--- src/rtl/cpu_pkg.sv ---
// Shared CPU definitions for the register-file write path.
// Holds the datapath width, register-file geometry, default sizing for the
// long-latency result queue, and the queue payload type.
package cpu_pkg;

  localparam int XLEN       = 32;
  localparam int REG_ADDR_W = 5;
  localparam int NUM_REGS   = 32;

  localparam int DEFAULT_DEPTH      = 2;
  localparam int DEFAULT_STARVE_MAX = 4;

  // One buffered long-unit result: destination register plus data.
  typedef struct packed {
    logic [REG_ADDR_W-1:0] rd;
    logic [XLEN-1:0]       data;
  } wb_entry_t;

endpackage

--- src/rtl/wb_result_fifo.sv ---
// Small FIFO that buffers long-latency unit results until the RF write
// port has a free cycle.
// Ports:
//   clk, rst     clock, asynchronous active-high reset
//   push         write pushEntry at posedge (ignored when full)
//   pushEntry    entry to enqueue
//   pop          drop the head at posedge (ignored when empty)
//   full, empty  occupancy flags
//   head         oldest entry, valid while !empty
module wb_result_fifo
  import cpu_pkg::*;
#(
  parameter int DEPTH = DEFAULT_DEPTH
) (
  input  logic      clk,
  input  logic      rst,
  input  logic      push,
  input  wb_entry_t pushEntry,
  input  logic      pop,
  output logic      full,
  output logic      empty,
  output wb_entry_t head
);

  localparam int PTR_W = $clog2(DEPTH);
  localparam logic [PTR_W:0] FULL_COUNT = (PTR_W + 1)'(DEPTH);

  wb_entry_t        mem [DEPTH];
  logic [PTR_W-1:0] wrPtr;
  logic [PTR_W-1:0] rdPtr;
  logic [PTR_W:0]   count;

  logic doPush;
  logic doPop;

  assign full   = (count == FULL_COUNT);
  assign empty  = (count == '0);
  assign doPush = push && !full;
  assign doPop  = pop && !empty;
  assign head   = mem[rdPtr];

  // NOTE: sequential state uses non-blocking assignments so every register
  // samples the pre-edge values regardless of statement order.
  always_ff @(posedge clk or posedge rst) begin
    if (rst) begin
      wrPtr <= '0;
      rdPtr <= '0;
      count <= '0;
    end else begin
      if (doPush) wrPtr <= wrPtr + 1'b1;
      if (doPop)  rdPtr <= rdPtr + 1'b1;
      case ({doPush, doPop})
        2'b10:   count <= count + 1'b1;
        2'b01:   count <= count - 1'b1;
        default: count <= count;
      endcase
    end
  end

  // NOTE: storage has no reset; the pointers define which entries are live,
  // so clearing the array would only cost reset routing.
  always_ff @(posedge clk) begin
    if (doPush) mem[wrPtr] <= pushEntry;
  end

endmodule

--- src/rtl/rf_wb_arbiter.sv ---
// Register-file write-port master.
// Merges in-order pipeline writeback with out-of-order long-unit results.
// Long results are queued and drained into idle write-port cycles; a
// starvation counter forces a pipeline WB stall when a queued result has
// waited too long. A pending-destination mask lets decode stall on RAW
// hazards against in-flight long ops.
// Ports:
//   clk, rst                      clock, asynchronous active-high reset
//   pipe_wr_en/addr/data          pipeline writeback request
//   lu_issue_valid/rd             long op issued (sets pending bit)
//   lu_res_valid/ready/rd/data    long-unit result handshake
//   rf_wr_en/addr/data            RF write port (sampled by RF on negedge)
//   pend_mask                     registers awaiting a long-unit result
//   wb_stall                      pipeline must hold its WB instruction
module rf_wb_arbiter
  import cpu_pkg::*;
#(
  parameter int XLEN       = cpu_pkg::XLEN,
  parameter int DEPTH      = DEFAULT_DEPTH,
  parameter int STARVE_MAX = DEFAULT_STARVE_MAX
) (
  input  logic                  clk,
  input  logic                  rst,
  input  logic                  pipe_wr_en,
  input  logic [REG_ADDR_W-1:0] pipe_wr_addr,
  input  logic [XLEN-1:0]       pipe_wr_data,
  input  logic                  lu_issue_valid,
  input  logic [REG_ADDR_W-1:0] lu_issue_rd,
  input  logic                  lu_res_valid,
  output logic                  lu_res_ready,
  input  logic [REG_ADDR_W-1:0] lu_res_rd,
  input  logic [XLEN-1:0]       lu_res_data,
  output logic                  rf_wr_en,
  output logic [REG_ADDR_W-1:0] rf_wr_addr,
  output logic [XLEN-1:0]       rf_wr_data,
  output logic [NUM_REGS-1:0]   pend_mask,
  output logic                  wb_stall
);

  localparam int CNT_W = $clog2(STARVE_MAX + 1);
  localparam logic [CNT_W-1:0] STARVE_LIM = CNT_W'(STARVE_MAX);

  logic      qFull;
  logic      qEmpty;
  logic      qPush;
  wb_entry_t qHead;
  wb_entry_t resEntry;

  logic             pipeDrives;
  logic             headDrives;
  logic [CNT_W-1:0] starveCnt;
  logic [NUM_REGS-1:0] pendNext;

  assign lu_res_ready  = !qFull && !rst;
  // rd=0 results are handshaken but discarded: x0 is never written.
  assign qPush         = lu_res_valid && lu_res_ready && (lu_res_rd != '0);
  assign resEntry.rd   = lu_res_rd;
  assign resEntry.data = lu_res_data;

  wb_result_fifo #(
    .DEPTH(DEPTH)
  ) u_fifo (
    .clk      (clk),
    .rst      (rst),
    .push     (qPush),
    .pushEntry(resEntry),
    .pop      (headDrives),
    .full     (qFull),
    .empty    (qEmpty),
    .head     (qHead)
  );

  // Starvation overrides the pipeline, which re-presents its write next cycle.
  assign wb_stall   = (starveCnt >= STARVE_LIM) && !qEmpty;
  assign pipeDrives = !wb_stall && pipe_wr_en && (pipe_wr_addr != '0);
  assign headDrives = !qEmpty && !pipeDrives;

  // NOTE: every output of this block gets a default first, so no path can
  // leave a value unassigned and infer a latch.
  always_comb begin
    rf_wr_en   = 1'b0;
    rf_wr_addr = '0;
    rf_wr_data = '0;
    if (!rst) begin
      if (pipeDrives) begin
        rf_wr_en   = 1'b1;
        rf_wr_addr = pipe_wr_addr;
        rf_wr_data = pipe_wr_data;
      end else if (headDrives) begin
        rf_wr_en   = 1'b1;
        rf_wr_addr = qHead.rd;
        rf_wr_data = qHead.data;
      end
    end
  end

  // Counts posedges the head has waited; saturates at the limit.
  always_ff @(posedge clk or posedge rst) begin
    if (rst) begin
      starveCnt <= '0;
    end else if (qEmpty || headDrives) begin
      starveCnt <= '0;
    end else if (starveCnt < STARVE_LIM) begin
      starveCnt <= starveCnt + 1'b1;
    end
  end

  // Clear is applied before set so a newly issued op to the same register
  // keeps its pending bit.
  always_comb begin
    pendNext = pend_mask;
    if (headDrives) pendNext[qHead.rd] = 1'b0;
    if (lu_issue_valid && (lu_issue_rd != '0)) pendNext[lu_issue_rd] = 1'b1;
    pendNext[0] = 1'b0;
  end

  always_ff @(posedge clk or posedge rst) begin
    if (rst) pend_mask <= '0;
    else     pend_mask <= pendNext;
  end

endmodule
--- config.mk ---
export PLATFORM = sky130hd
export DESIGN_NAME = rf_wb_arbiter
export DESIGN_NICKNAME = d
export VERILOG_FILES = /design/src/rtl/cpu_pkg.sv /design/src/rtl/wb_result_fifo.sv /design/src/rtl/rf_wb_arbiter.sv
export SDC_FILE = /design/constraint.sdc
export NUM_CORES = 1
export LEC_CHECK = 0
export BUFFER_PORTS_ARGS = -buffer_cell sky130_fd_sc_hd__buf_4
export CAP_MARGIN = 20
export CORE_MARGIN = 4
export CORE_UTILIZATION = 57
export CTS_BUF_LIST = sky130_fd_sc_hd__clkbuf_8
export DETAILED_ROUTE_END_ITERATION = 10
export GPL_ROUTABILITY_DRIVEN = 0
export MAX_ROUTING_LAYER = met4
export PLACE_DENSITY = 0.91
export SYNTH_ARGS = -nofsm -noshare
export SYNTH_HDL_FRONTEND = slang
export SYNTH_SLANG_ARGS = --single-unit
--- constraint.sdc ---
create_clock -name clk -period 4.3 [get_ports clk]
set_input_delay 0.43 -clock clk [delete_from_list [all_inputs] [get_ports clk]]
set_output_delay 0.43 -clock clk [all_outputs]
set_load 0.03 [all_outputs]
After elaboration in Yosys (flattened, before gate mapping) --
Memory sizes are Yosys's and may differ from the RTL's. Index checks and enable logic that the tools add are counted.
Storage, ports and cells: ROM bits 0, output and inout bits 72, logic and storage cells 67, bits in writable memories 74, input port bits 84, bits in latches 0, memories kept 1, flip-flop bits (word level) 38
Memory list:
- u_fifo.mem | depth 2, bits a word 37, rd ports 1, clocked after Yosys merged registers in 0, wr ports 1, RTL line wb_result_fifo.sv:28 | wb_entry_t mem [DEPTH];
Cells by class: bitwise logic cells 3, equality and inequality tests 3, multiplexer cells 20, order comparisons 6, div/mod/pow operators 0, reduce and logical (&&, ||, !) cells 24, $mul 0, shift-type cells 0, add/sub/neg operators 5
Operator list (number):
- 32-bit 2-to-1 mux | 5
- 32-bit bitwise AND | 1
- 32-bit inverter | 1
- 32-bit bitwise OR | 1
- 5-bit 2-to-1 mux | 3
- 5-bit nonzero test | 3
- 1-bit logical AND | 12
- 5-bit by 6-bit less-than comparator with 1-bit output, second input constant | 2
- 1-bit demux with 5-bit select | 2
- 5-bit by 1-bit greater-or-equal comparator with 1-bit output, second input constant | 2
- 1-bit 2-to-1 mux | 7
- 3-bit 2-to-1 mux | 2
- 1-bit logical NOT | 5
- 2-bit == test, second input constant | 2
- 2-bit one-hot mux with 2 select lines | 1
- 2-bit nonzero test | 2
- 3-bit by 1-bit adder with 3-bit output, second input constant | 1
- 3-bit greater-or-equal comparator, second input constant | 1
- 3-bit less-than comparator, second input constant | 1
- 1-bit adder, second input constant | 2
- 2-bit by 1-bit adder with 2-bit output, second input constant | 1
- 2-bit by 1-bit == test with 1-bit output, second input constant | 1
- 2-bit logical NOT | 1
- 2-bit by 1-bit subtractor with 2-bit output, second input constant | 1
- 1-bit logical OR | 1

Depth between registers and ports, before layout --
Gate-level depths: netlist of the first run.
depth after elaboration 11, mapped depth 9, mapped depth without buffers 8

Cells and area by module --
From an unflattened synthesis of the first run, not the netlist that was laid out.
Second synthesis, totals: cell total of the unflattened synthesis 451, area, all modules 5340.1 um2
By module, submodules not included:
- wb_result_fifo | area each 2952.8 um2, instances 1, cells each 134, sequential area each 2322.2 um2
- rf_wb_arbiter | area each 2387.3 um2, instances 1, cells each 317, sequential area each 850.8 um2

Least setup slack after synthesis of the first run --
Ideal clock, no wire load.
kind register -> register, start reg u_fifo.count[0], end mem u_fifo.mem[0][0] (netlist name), enable pin, stages on the path, launching flop included 6, path buffers 1, library setup time 0.431 ns, arrival 3.081 ns, setup slack 0.788 ns, period minus slack after synthesis 3.512 ns, required time 3.869 ns, cells stage by stage dfrtp_1 > clkbuf_1 > inv_1 > a21oi_1 > o211ai_1 > nor2_1
On the way: cells in the longest elaborated chain, start to end 8
Ends and longest elaborated chain:
- start, declared | RTL line wb_result_fifo.sv:31 | logic [PTR_W:0] count;
- start signal, assigned | RTL line wb_result_fifo.sv:53 | 2'b10: count <= count + 1'b1;
- start signal, assigned | RTL line wb_result_fifo.sv:54 | 2'b01: count <= count - 1'b1;
- start signal, assigned | RTL line wb_result_fifo.sv:55 | default: count <= count;
- 2-bit == test | RTL line wb_result_fifo.sv:36 | assign full = (count == FULL_COUNT);
- 1-bit logical NOT | RTL line rf_wb_arbiter.sv:54 | assign lu_res_ready = !qFull && !rst;
- 1-bit logical AND | RTL line rf_wb_arbiter.sv:54
- net lu_res_ready | RTL line rf_wb_arbiter.sv:30 | output logic lu_res_ready,
- 1-bit logical AND (2 in a row) | RTL line rf_wb_arbiter.sv:56 | assign qPush = lu_res_valid && lu_res_ready && (lu_res_rd != '0);
- 1-bit logical AND | RTL line wb_result_fifo.sv:38 | assign doPush = push && !full;
- 1-bit 2-to-1 mux | RTL line wb_result_fifo.sv:63 | if (doPush) mem[wrPtr] <= pushEntry;
- 1-bit 2-to-1 mux (implied by the code) | RTL line wb_result_fifo.sv:63
- end, declared | RTL line wb_result_fifo.sv:28
The timed path passes the listed nets, and every way through them passes these cells.

Worst setup path in the final report of the first run --
start reg u_fifo.count[0], end out rf_wr_data[18]
On the way: cells in the longest elaborated chain, start to end 11
Ends and longest elaborated chain:
- 2-bit logical NOT (*) | RTL line wb_result_fifo.sv:37 | assign empty = (count == '0);
- 1-bit logical NOT (*) | RTL line rf_wb_arbiter.sv:74, rf_wb_arbiter.sv:76
- 1-bit logical AND | RTL line rf_wb_arbiter.sv:74 | assign wb_stall = (starveCnt >= STARVE_LIM) && !qEmpty;
- 1-bit logical NOT | RTL line rf_wb_arbiter.sv:75 | assign pipeDrives = !wb_stall && pipe_wr_en && (pipe_wr_addr != '0);
- 1-bit logical AND (2 in a row) | RTL line rf_wb_arbiter.sv:75
- 1-bit logical NOT | RTL line rf_wb_arbiter.sv:76 | assign headDrives = !qEmpty && !pipeDrives;
- 1-bit logical AND | RTL line rf_wb_arbiter.sv:76
- 32-bit 2-to-1 mux | RTL line rf_wb_arbiter.sv:89 | end else if (headDrives) begin
- 32-bit 2-to-1 mux (*) | RTL line rf_wb_arbiter.sv:85 | if (pipeDrives) begin
- 32-bit 2-to-1 mux (*) | RTL line rf_wb_arbiter.sv:84 | if (!rst) begin
- end, declared | RTL line rf_wb_arbiter.sv:35 | output logic [XLEN-1:0] rf_wr_data,
Mark *: on every way between the ends. The rest lies on a longest branch, timed or not.

==> impl_metrics.sql, run 1 <==
INSERT INTO impl_metrics (metric_group, metric, value, unit) VALUES
('timing', 'setup_slack_of_the_critical_path_after_layout', '1.089', 'ns'),
('timing', 'setup-tns-final', '0', 'ns'),
('layout', 'area_used_by_sequential_logic_in_the_layout', '3174', 'um^2'),
('floorplan', 'placement_rows', '33', ''),
('placement', 'pre_cts_ws', '1.298', 'ns'),
('cts', 'clock_tree.htree_level_count', '3', ''),
('cts', 'number_of_sinks_driven_by_the_clock_tree', '112', ''),
('drt', 'wl_per_cell', '19.98', 'um'),
('yosys', 'synth_sequential_area_ratio', '0.6498', ''),
('global_routing', 'grt_first_pass_wirelength', '18310', 'um'),
('timing', 'final_hold_viol_count', '0', ''),
('cts', 'maximum_buffer_depth_of_the_clock_tree', '2', ''),
('yosys', 'synthesis_warnings', '0', ''),
('drt', 'detail_route.first_pass.iterations', '4', ''),
('drt', 'totalWireLength', '11890', 'um'),
('layout', 'n_fill_cell', '512', ''),
('critical_path', 'critical_path_start_type', 'flop', ''),
('cts', 'post_cts.resized_instances', '0', ''),
('cts', 'clk_transition_reported_paths', '0.11', 'ns'),
('layout', 'finalNetCount', '572', ''),
('timing', 'max_slew_margin', '0.2707', ''),
('yosys', 'synth.avg_cell_area', '14.66', 'um^2'),
('timing', 'worst_pin_slew', '1.091', 'ns'),
('timing', 'rsz_0062_raised_after_global_routing', 'no', ''),
('timing', 'final_worst_path_period_need', '3.211', 'ns'),
('critical_path', 'critPathRequiredTime', '3.87', 'ns'),
('drt', 'ant_nets', '0', ''),
('critical_path', 'worstPathArrival', '2.78', 'ns'),
('yosys', 'mappedNetlistNets', '419', ''),
('floorplan', 'dieArea', '10110', 'um^2'),
('cts', 'clock_tree_from_tritoncts', 'done', ''),
('cts', 'setup_fix_bufs_post_cts', '0', ''),
('floorplan', 'number_of_i_o_pins', '156', ''),
('global_routing', 'antenna_found_initial', '0', ''),
('yosys', 'netlist-cell-type-count', '38', ''),
('placement', 'placement.io_buffers', '154', ''),
('critical_path', 'reg2reg_depth', '5', ''),
('layout', 'area_grow_syn2layout', '29.77', '%'),
('placement', 'place.detailed.hpwl', '8704', 'um'),
('hold_path', 'worst_hold_path_type', 'in2reg', ''),
('timing', 'timing.final.crit_share', '0.7466', ''),
('cts', 'cts_hold_repair.buffers', '0', ''),
('critical_path', 'crit_path_max_fanout', '24', ''),
('critical_path', 'crit_path_category', 'reg2out', ''),
('critical_path', 'critical_path.endpoint', 'rf_wr_data[18]', ''),
('drt', 'post_route_drc', '0', ''),
('hold_path', 'min_from', 'lu_res_data[13]', ''),
('power', 'worst_ir_drop_vdd', '0.0002560', 'V'),
('power', 'power_per_cell_area', '509.3', 'nW/um^2'),
('power', 'leakagePower', '0.002490', 'uW'),
('timing', 'finalSetupViolations', '0', ''),
('floorplan', 'initial_core_util', '0.5914', ''),
('drt', 'detailedRoute.firstIterationViolations', '246', ''),
('floorplan', 'die_height', '100.6', 'um'),
('timing', 'finalClockSkew', '0.01169', 'ns'),
('layout', 'drive_gt1_frac', '0.3796', ''),
('floorplan', 'dieWidth', '100.6', 'um'),
('timing', 'achievable-frequency', '311.5', 'MHz'),
('yosys', 'synthesis.area', '4883', 'um^2'),
('layout', 'antenna_cells', '0', ''),
('status', 'status', 'finished, final reports clean', ''),
('critical_path', 'ff2ff_setup_slack', '1.61', 'ns'),
('floorplan', 'floorplan.core_area', '8258', 'um^2'),
('global_routing', 'grt.total_usage', '0.2432', ''),
('yosys', 'post_synth_inst_count', '333', ''),
('layout', 'layout_common_cells', 'sky130_fd_sc_hd__buf_4 (158), sky130_fd_sc_hd__edfxtp_1 (74), sky130_fd_sc_hd__o2bb2ai_1 (61)', ''),
('cts', 'numCtsBuffers', '9', ''),
('critical_path', 'end_kind', 'output port', ''),
('drt', 'route.detailed.vias_per_inst', '6.029', ''),
('global_routing', 'grt_pass1_vias', '3690', ''),
('yosys', 'synth.ff_latch_count', '112', ''),
('critical_path', 'regToRegStartpoint', 'u_fifo.rdPtr', ''),
('layout', 'final_common_cell', 'sky130_fd_sc_hd__buf_4', ''),
('global_routing', 'grt_start_max_net_pins', '41', ''),
('critical_path', 'worstReg2RegEnd', 'pend_mask[10]', ''),
('timing', 'final-max-slew-violation-count', '0', ''),
('layout', 'multi_input_area', '1625', 'um^2'),
('timing', 'smallest_hold_slack', '0.2395', 'ns'),
('global_routing', 'grt_overflow', '0', ''),
('critical_path', 'critical_path.startpoint', 'u_fifo.count[0]', ''),
('cts', 'clockRootBuffer', 'sky130_fd_sc_hd__clkbuf_8', ''),
('drt', 'detailroute.via_count', '3587', ''),
('flow_run', 'max-cap-violations', '0', ''),
('cts', 'worst_skew_pair.late_latency', '0.37', 'ns');
[cells by family after synthesis]
logic type	share of synthesized area
muxes	0.08045
buffers and inverters	0.02101
xor gates and xnor gates	0.008967
DFF	0.6498
AOI/OAI and AO/OA	0.1709
and+or+nand+nor	0.06303
other	0.0007679
adders and majority gates	0.005123
[metal layers]
layer / global-route usage / vias up / share of wire
met5: - / - / 0
met4: 0.09534 / 0 / 0.024
met3: 0.04983 / 27 / 0.067
met2: 0.4154 / 165 / 0.54
met1: 0.2829 / 1762 / 0.37
li1: - / 1633 / -
[layout make-up]
type                       count  area share
sequential                   112      0.5009
multi-input combinational    198      0.2565
timing repair buffer         158      0.1872
tap                          105     0.02073
clock buffer                   9     0.01955
clock inverter                 6     0.01106
inverter                       7    0.004146
[worst min path at each step]
stage	endpoint	slack, ns	cells after the start
after floorplan	starveCnt[2]	0.41	1
after global placement	starveCnt[2]	0.42	1
after detailed placement	starveCnt[2]	0.44	1
after CTS	u_fifo.mem[1][13]	0.23	1
after global routing	u_fifo.mem[0][18]	0.22	1
final	u_fifo.mem[1][13]	0.24	1
[through the flow]
stage	util	total power [uW]	instances	cell area [um^2]
after global placement	0.7439	2588	580	6143
after floorplan	-	2227	333	4883
final	0.7674	3228	595	6337
after CTS	0.7674	3235	595	6337
after detailed placement	0.7439	2629	580	6143
after global routing	0.7674	3377	595	6337
[where the power goes]
part           total (uW)  switching, uW  leakage, uW  internal, uW
registers            1460            135      0.00106          1320
logic                1160            678      0.00134           478
clock network         614            343    0.0000990           272
[worst max-delay path: stages, from the launching register on]
cell	delay, ns
sky130_fd_sc_hd__dfrtp_1	0.49
sky130_fd_sc_hd__o21ai_1	0.28
sky130_fd_sc_hd__o211ai_2	0.34
sky130_fd_sc_hd__nor2_2	0.54
sky130_fd_sc_hd__buf_4	0.38
sky130_fd_sc_hd__o2bb2ai_1	0.17
sky130_fd_sc_hd__buf_4	0.20
[synthesized netlist by cell type, drive strengths merged]
master	count	share of area
or4bb	1	0.0023
dfrtp	38	0.19
a21oi	5	0.0051
a21bo	3	0.0061
ha	2	0.0051
o2bb2ai	61	0.11
edfxtp	74	0.46
conb	1	0.00077
nand4	1	0.0013
or4b	1	0.0020
or3	3	0.0038
nor3b	3	0.0067
a21o	22	0.034
clkbuf	4	0.0031
xnor2	4	0.0072
o22ai	1	0.0013
o32ai	3	0.0054
mux2	2	0.0046
mux2i	37	0.076
nor2	5	0.0038
nand2	7	0.0054
nand4bb	2	0.0046
nand2b	2	0.0026
xor2	1	0.0018
o21ai	3	0.0031
nand3	10	0.010
nor3	8	0.0082
inv	7	0.0054
buf	12	0.013
nand4b	4	0.0072
or4	2	0.0031
nor4b	1	0.0018
o211ai	3	0.0067
[sequential cells by signal (all words and copies together), names as in the netlist]
register,cells
u_fifo.mem,74
u_fifo.count,2
pend_mask,31
starveCnt,3
u_fifo.rdPtr,1
u_fifo.wrPtr,1
Power figures use the tool's default switching activity.
==> run 2: changes to the inputs <==
CORE_UTILIZATION = 53   (was 57)
PLACE_DENSITY = 0.86   (was 0.91)
clock period = 3.35 ns   (was 4.3 ns; I/O delays follow)
==> run 2 against run 1 <==
  * Clock skew increased by 0.0039 ns
  * Global-route usage decreased by 2.2 points
  * Register-to-register slack worse by 0.54 ns
  * Critical endpoint is now rf_wr_data[31]
  * Largest power group unchanged
==> impl_metrics.sql, run 2 (synthesis results as in run 1) <==
INSERT INTO impl_metrics (metric_group, metric, value, unit) VALUES
('status', 'status', 'finished, final reports clean', ''),
('power', 'power_per_cell_area', '668.8', 'nW/um^2'),
('layout', 'antenna_cells', '0', ''),
('floorplan', 'dieWidth', '104.0', 'um'),
('critical_path', 'critPathRequiredTime', '3.01', 'ns'),
('cts', 'worst_skew_pair.late_latency', '0.36', 'ns'),
('timing', 'worst_pin_slew', '0.7344', 'ns'),
('global_routing', 'grt_pass1_vias', '3639', ''),
('layout', 'post-route-util', '0.7264', ''),
('cts', 'clock_tree.htree_level_count', '3', ''),
('power', 'worst_ir_drop_vdd', '0.0003403', 'V'),
('floorplan', 'initial_core_util', '0.5519', ''),
('floorplan', 'dieArea', '10810', 'um^2'),
('global_routing', 'grt_start_max_net_pins', '41', ''),
('cts', 'clk_transition_reported_paths', '0.11', 'ns'),
('power', 'leakagePower', '0.002529', 'uW'),
('floorplan', 'placement_rows', '34', ''),
('drt', 'wl_per_cell', '19.09', 'um'),
('layout', 'finalNetCount', '574', ''),
('power', 'p_clk_frac', '0.218', ''),
('critical_path', 'crit_path_category', 'in2out', ''),
('global_routing', 'grt_first_pass_wirelength', '18460', 'um'),
('drt', 'route.detailed.vias_per_inst', '5.849', ''),
('timing', 'setup_slack_of_the_critical_path_after_layout', '0.6227', 'ns'),
('power', 'power.net_switching', '1477', 'uW'),
('cts', 'maximum_buffer_depth_of_the_clock_tree', '2', ''),
('timing', 'smallest_hold_slack', '0.1471', 'ns'),
('layout', 'registers.top_by_ff_count', 'u_fifo.mem', ''),
('cts', 'clock_tree_from_tritoncts', 'done', ''),
('critical_path', 'worstReg2RegEnd', 'pend_mask[4]', ''),
('critical_path', 'reg2reg_depth', '4', ''),
('placement', 'placement.io_buffers', '154', ''),
('global_routing', 'antenna_found_initial', '0', ''),
('power', 'intPower', '2822', 'uW'),
('timing', 'final_worst_path_period_need', '2.727', 'ns'),
('layout', 'reg_top3', 'u_fifo.mem (74), pend_mask (31), starveCnt (3)', ''),
('power', 'fin_total_pwr', '4299', 'uW'),
('hold_path', 'worst_hold_path.num_cells', '1', ''),
('drt', 'detailedRoute.firstIterationViolations', '145', ''),
('hold_path', 'min_to', 'u_fifo.mem[1][14]', ''),
('drt', 'detail_route.first_pass.iterations', '4', ''),
('layout', 'drive_gt1_frac', '0.3834', ''),
('timing', 'finalSetupViolations', '0', ''),
('critical_path', 'regToRegStartpoint', 'u_fifo.rdPtr', ''),
('critical_path', 'end_kind', 'output port', ''),
('power', 'power.share.switching', '0.3436', ''),
('global_routing', 'grt_overflow', '0', ''),
('layout', 'area_of_all_placed_cells_without_fillers', '6427', 'um^2'),
('drt', 'ant_nets', '0', ''),
('layout', 'area_grow_syn2layout', '31.62', '%'),
('timing', 'final_hold_viol_count', '0', ''),
('global_routing', 'grt.total_usage', '0.2209', ''),
('layout', 'final_common_cell', 'sky130_fd_sc_hd__buf_4', ''),
('timing', 'max_slew_margin', '0.4964', ''),
('floorplan', 'floorplan.core_area', '8848', 'um^2'),
('drt', 'post_route_drc', '0', ''),
('placement', 'place.detailed.hpwl', '8281', 'um'),
('hold_path', 'worst_hold_path_type', 'in2reg', ''),
('cts', 'number_of_sinks_driven_by_the_clock_tree', '112', ''),
('drt', 'detailroute.via_count', '3515', ''),
('cts', 'numCtsBuffers', '9', ''),
('hold_path', 'min_from', 'lu_res_data[14]', ''),
('power', 'power.sequential.fraction', '0.430', ''),
('placement', 'pre_cts_ws', '0.6475', 'ns'),
('critical_path', 'crit_path_max_fanout', '35', ''),
('cts', 'cts_hold_repair.buffers', '0', ''),
('power', 'p_comb_frac', '0.352', ''),
('critical_path', 'ff2ff_setup_slack', '1.07', 'ns'),
('layout', 'layout_common_cells', 'sky130_fd_sc_hd__buf_4 (158), sky130_fd_sc_hd__edfxtp_1 (74), sky130_fd_sc_hd__o2bb2ai_1 (61)', ''),
('drt', 'totalWireLength', '11470', 'um'),
('floorplan', 'number_of_i_o_pins', '156', ''),
('cts', 'post_cts.resized_instances', '0', ''),
('timing', 'rsz_0062_raised_after_global_routing', 'no', ''),
('timing', 'achievable-frequency', '366.7', 'MHz'),
('placement', 'post_dp_cell_area', '6147', 'um^2'),
('cts', 'clockRootBuffer', 'sky130_fd_sc_hd__clkbuf_8', ''),
('critical_path', 'critical_path_start_type', 'input port', ''),
('critical_path', 'critical_path.startpoint', 'pipe_wr_addr[1]', ''),
('critical_path', 'worstPathArrival', '2.39', 'ns'),
('cts', 'setup_fix_bufs_post_cts', '0', ''),
('flow_run', 'max-cap-violations', '0', ''),
('layout', 'largest_register_ff_count', '74', ''),
('timing', 'final-max-slew-violation-count', '0', ''),
('floorplan', 'die_height', '104.0', 'um'),
('timing', 'timing.final.crit_share', '0.8141', ''),
('timing', 'finalClockSkew', '0.01557', 'ns');
[run 2: changes by cell type in the layout (fill, tap and decap cells not counted)]
cell | before | now
sky130_fd_sc_hd__clkinv_2 | 0 | 1
sky130_fd_sc_hd__clkinv_4 | 1 | 0
sky130_fd_sc_hd__clkinv_1 | 0 | 1
sky130_fd_sc_hd__bufinv_16 | 1 | 3
sky130_fd_sc_hd__inv_8 | 1 | 0
sky130_fd_sc_hd__inv_6 | 1 | 2
sky130_fd_sc_hd__inv_1 | 8 | 7
sky130_fd_sc_hd__clkinvlp_4 | 1 | 0
sky130_fd_sc_hd__buf_12 | 0 | 2
[run 2: routing by layer]
| metal | wire (um) | part of all wire | track usage |
|---|---|---|---|
| met1 | 4364 | 0.38 | 0.2498 |
| met4 | 240 | 0.021 | 0.08357 |
| met5 | 0 | 0 | - |
| met2 | 6265 | 0.55 | 0.3918 |
| met3 | 603 | 0.053 | 0.03911 |
[run 2: area by class of cell]
cell class	count	area, um^2
multi-input cells	198	1625
clock inverters	7	116.4
flip-flops and latches	112	3174
inverters	7	26.28
clock buffers	9	123.9
well taps	108	135.1
fillers	580	2421
repair buffers	160	1226
[run 2: worst max-delay path, stage by stage]
cell and delay (ns):
sky130_fd_sc_hd__buf_4 0.11, sky130_fd_sc_hd__or4_1 0.57, sky130_fd_sc_hd__o211ai_2 0.53, sky130_fd_sc_hd__o211ai_2 0.15, sky130_fd_sc_hd__buf_4 0.28, sky130_fd_sc_hd__o2bb2ai_1 0.21, sky130_fd_sc_hd__buf_4 0.19
[run 2: power groups by stage]
stage | combinational [uW] | clock, uW | sequential (uW)
after floorplan | 942 | 0 | 1920
after global placement | 1450 | 0 | 1870
after detailed placement | 1490 | 0 | 1880
after CTS | 1500 | 955 | 1850
after global routing | 1620 | 1020 | 1870
final | 1510 | 937 | 1850
[run 2: worst max-delay path by stage]
stage                            end  slack [ns]  cells past startpoint
floorplan           u_fifo.mem[0][0]       -0.16                      5
CTS                   rf_wr_data[31]        0.63                      7
global route           rf_wr_addr[0]        0.45                      6
detailed placement    rf_wr_data[31]        0.65                      7
finish                rf_wr_data[31]        0.62                      7
global placement       rf_wr_addr[2]        0.76                      6
[run 2: per-stage QoR]
| step | setup TNS [ns] | cells |
|---|---|---|
| after floorplan | -12.02 | 333 |
| after global placement | 0 | 583 |
| after detailed placement | 0 | 583 |
| after CTS | 0 | 599 |
| after global routing | 0 | 601 |
| final | 0 | 601 |
==> run 3: changes to the inputs <==
CORE_UTILIZATION = 48   (was 53)
PLACE_DENSITY = 0.82   (was 0.86)
clock period = 2.4 ns   (was 3.35 ns; I/O delays follow)
==> run 3 against run 2 <==
  * Sequential power grew 36%
  * Combinational power grew 51%
  * Utilization decreased by 5.9 points
  * Register-to-register slack lost 0.81 ns
  * Clock-buffer cell count stayed put
  * Via count rose by 1.8%
  * Power is 37% higher
  * Design area increased by 1.9%
  * Critical path depth unchanged
  * Worst setup slack worse by 0.45 ns
  * Clock skew shrank 0.0040 ns
  * Critical path type unchanged
==> impl_metrics.sql, run 3 (synthesis results as in run 1) <==
INSERT INTO impl_metrics (metric_group, metric, value, unit) VALUES
('critical_path', 'critPathMostFrequentCell', 'sky130_fd_sc_hd__buf_4', ''),
('layout', 'final-instance-count-excl-fill', '633', ''),
('floorplan', 'die_height', '108.9', 'um'),
('placement', 'place.detailed.hpwl', '8434', 'um'),
('timing', 'final-max-slew-violation-count', '0', ''),
('global_routing', 'grt_pass1_vias', '3649', ''),
('layout', 'reg_top3', 'u_fifo.mem (74), pend_mask (31), starveCnt (3)', ''),
('hold_path', 'worst_hold_path.num_cells', '1', ''),
('placement', 'placement.io_buffers', '154', ''),
('timing', 'achievable-frequency', '448.0', 'MHz'),
('timing', 'worst_pin_slew', '0.8004', 'ns'),
('floorplan', 'placement_rows', '36', ''),
('cts', 'clockRootBuffer', 'sky130_fd_sc_hd__clkbuf_8', ''),
('floorplan', 'floorplan.core_area', '9819', 'um^2'),
('floorplan', 'dieWidth', '108.9', 'um'),
('cts', 'worst_skew_pair.late_latency', '0.35', 'ns'),
('critical_path', 'crit_path_cell_trace', 'buf_4 > or4_1 > o211ai_4 > o211ai_2 > buf_12 > o2bb2ai_1 > buf_4', ''),
('drt', 'wl_per_cell', '18.95', 'um'),
('cts', 'numCtsBuffers', '9', ''),
('global_routing', 'grt_overflow', '0', ''),
('layout', 'layout_common_cells', 'sky130_fd_sc_hd__buf_4 (161), sky130_fd_sc_hd__edfxtp_1 (74), sky130_fd_sc_hd__o2bb2ai_1 (61)', ''),
('global_routing', 'grt_first_pass_wirelength', '17820', 'um'),
('hold_path', 'worst_hold_path_type', 'in2reg', ''),
('power', 'power.net_switching', '2117', 'uW'),
('floorplan', 'dieArea', '11850', 'um^2'),
('critical_path', 'crit_path_top_delay_cell', 'sky130_fd_sc_hd__or4_1', ''),
('cts', 'setup_fix_bufs_post_cts', '0', ''),
('critical_path', 'end_kind', 'output port', ''),
('power', 'worst_ir_drop_vdd', '0.0005492', 'V'),
('global_routing', 'grt_start_max_net_pins', '38', ''),
('cts', 'clk_transition_reported_paths', '0.10', 'ns'),
('cts', 'maximum_buffer_depth_of_the_clock_tree', '2', ''),
('power', 'power_per_cell_area', '902.5', 'nW/um^2'),
('power', 'power.sequential.fraction', '0.427', ''),
('flow_run', 'max-cap-violations', '0', ''),
('cts', 'clock_tree_from_tritoncts', 'done', ''),
('critical_path', 'reg2reg_depth', '4', ''),
('critical_path', 'critical_path_start_type', 'input port', ''),
('cts', 'clock_tree.htree_level_count', '3', ''),
('power', 'intPower', '3793', 'uW'),
('drt', 'post_route_drc', '0', ''),
('timing', 'finalClockSkew', '0.01161', 'ns'),
('critical_path', 'worst_path_largest_cell_delay', '0.58', 'ns'),
('layout', 'finalNetCount', '581', ''),
('layout', 'largest_register_ff_count', '74', ''),
('timing', 'final_hold_viol_count', '0', ''),
('timing', 'timing.final.crit_share', '0.9301', ''),
('critical_path', 'crit_path_category', 'in2out', ''),
('floorplan', 'number_of_i_o_pins', '156', ''),
('timing', 'max_slew_margin', '0.4511', ''),
('drt', 'detail_route.first_pass.iterations', '4', ''),
('power', 'p_clk_frac', '0.186', ''),
('layout', 'post-route-util', '0.6669', ''),
('placement', 'dp.cells', '613', ''),
('drt', 'route.detailed.vias_per_inst', '5.652', ''),
('power', 'power.share.switching', '0.3582', ''),
('global_routing', 'antenna_found_initial', '0', ''),
('critical_path', 'crit_path_max_fanout', '32', ''),
('timing', 'rsz_0062_raised_after_global_routing', 'no', ''),
('layout', 'drive_gt1_frac', '0.3940', ''),
('layout', 'final_common_cell', 'sky130_fd_sc_hd__buf_4', ''),
('drt', 'totalWireLength', '12000', 'um'),
('power', 'leakagePower', '0.002562', 'uW'),
('timing', 'final_worst_path_period_need', '2.232', 'ns'),
('floorplan', 'initial_core_util', '0.4973', ''),
('drt', 'ant_nets', '0', ''),
('power', 'p_comb_frac', '0.387', ''),
('critical_path', 'worstPathArrival', '1.99', 'ns'),
('layout', 'antenna_cells', '0', ''),
('timing', 'setup-tns-final', '0', 'ns'),
('cts', 'number_of_sinks_driven_by_the_clock_tree', '112', ''),
('drt', 'detailroute.via_count', '3578', ''),
('layout', 'registers.top_by_ff_count', 'u_fifo.mem', ''),
('layout', 'area_grow_syn2layout', '34.10', '%'),
('status', 'status', 'finished, final reports clean', ''),
('timing', 'finalSetupViolations', '0', ''),
('global_routing', 'grt.total_usage', '0.2017', ''),
('drt', 'detailedRoute.firstIterationViolations', '163', ''),
('critical_path', 'critPathRequiredTime', '2.16', 'ns');
run 3: cell count changes in the layout (fill, tap and decap cells not counted), sizes merged:
cell / previous run / this run
clkbuf: 9 / 10
clkinv: 2 / 3
bufinv: 3 / 1
buf: 160 / 165
dlygate4sd3: 0 / 1
clkinvlp: 0 / 1
run 3: per-layer routing:
layer  part of all wire  vias up  global-route usage
li1                   -     1657                   -
met1               0.41     1744              0.2503
met2               0.50      171              0.3333
met3              0.085        6             0.04618
met4             0.0048        0             0.05681
met5                  0        -                   -
run 3: area by class of cell:
cell class              instances  area [um^2]
well taps                     133        166.4
clock buffers                   9        123.9
inverters                       7        30.03
fillers                       706         3271
multi-input cells             198         1654
repair buffers                167         1331
clock inverters                 7        68.82
flip-flops and latches        112         3174
run 3: worst paths after layout:
path / from / end / slack, ns
max: pipe_wr_addr[1] / rf_wr_data[27] / 0.17
min: lu_res_data[6] / u_fifo.mem[0][6] / 0.06
max reg2reg: u_fifo.rdPtr / pend_mask[16] / 0.26
min reg2reg: starveCnt[0] / starveCnt[0] / 0.46
max in group asynchronous: rst / pend_mask[15] / 1.34
min in group asynchronous: rst / starveCnt[1] / 0.42
run 3: timing repair:
action / in CTS / in global routing
pin swaps: 0 / 2
gates resized for setup: 1 / 6
hold endpoints to repair: 7 / 0
hold buffers: 1 / 0
setup endpoints to repair: 35 / 35
gates cloned: 0 / 1
run 3: per-stage QoR:
stage               area [um^2]  power [uW]  hold slack (ns)  setup slack [ns]
floorplan                  4906        4003           0.2225          0.003805
global placement           6236        4730           0.2240            0.2723
detailed placement         6236        4789           0.2274            0.2016
CTS                        6442        5883          0.04064          0.001989
global route               6549        6200          0.03189           0.01816
finish                     6549        5910          0.06239            0.1679
run 3: power by group through the flow:
stage	registers, uW	clock network, uW	logic (uW)
floorplan	2670	0	1330
finish	2520	1100	2280
detailed placement	2570	0	2220
global route	2550	1220	2430
CTS	2530	1130	2230
global placement	2560	0	2170
run 3: worst max-delay path, delay by kind of cell:
family,cells,cell delay (ns)
and+or+nand+nor,1,0.58
AOI/OAI and AO/OA,3,0.64
buffers and inverters,3,0.51
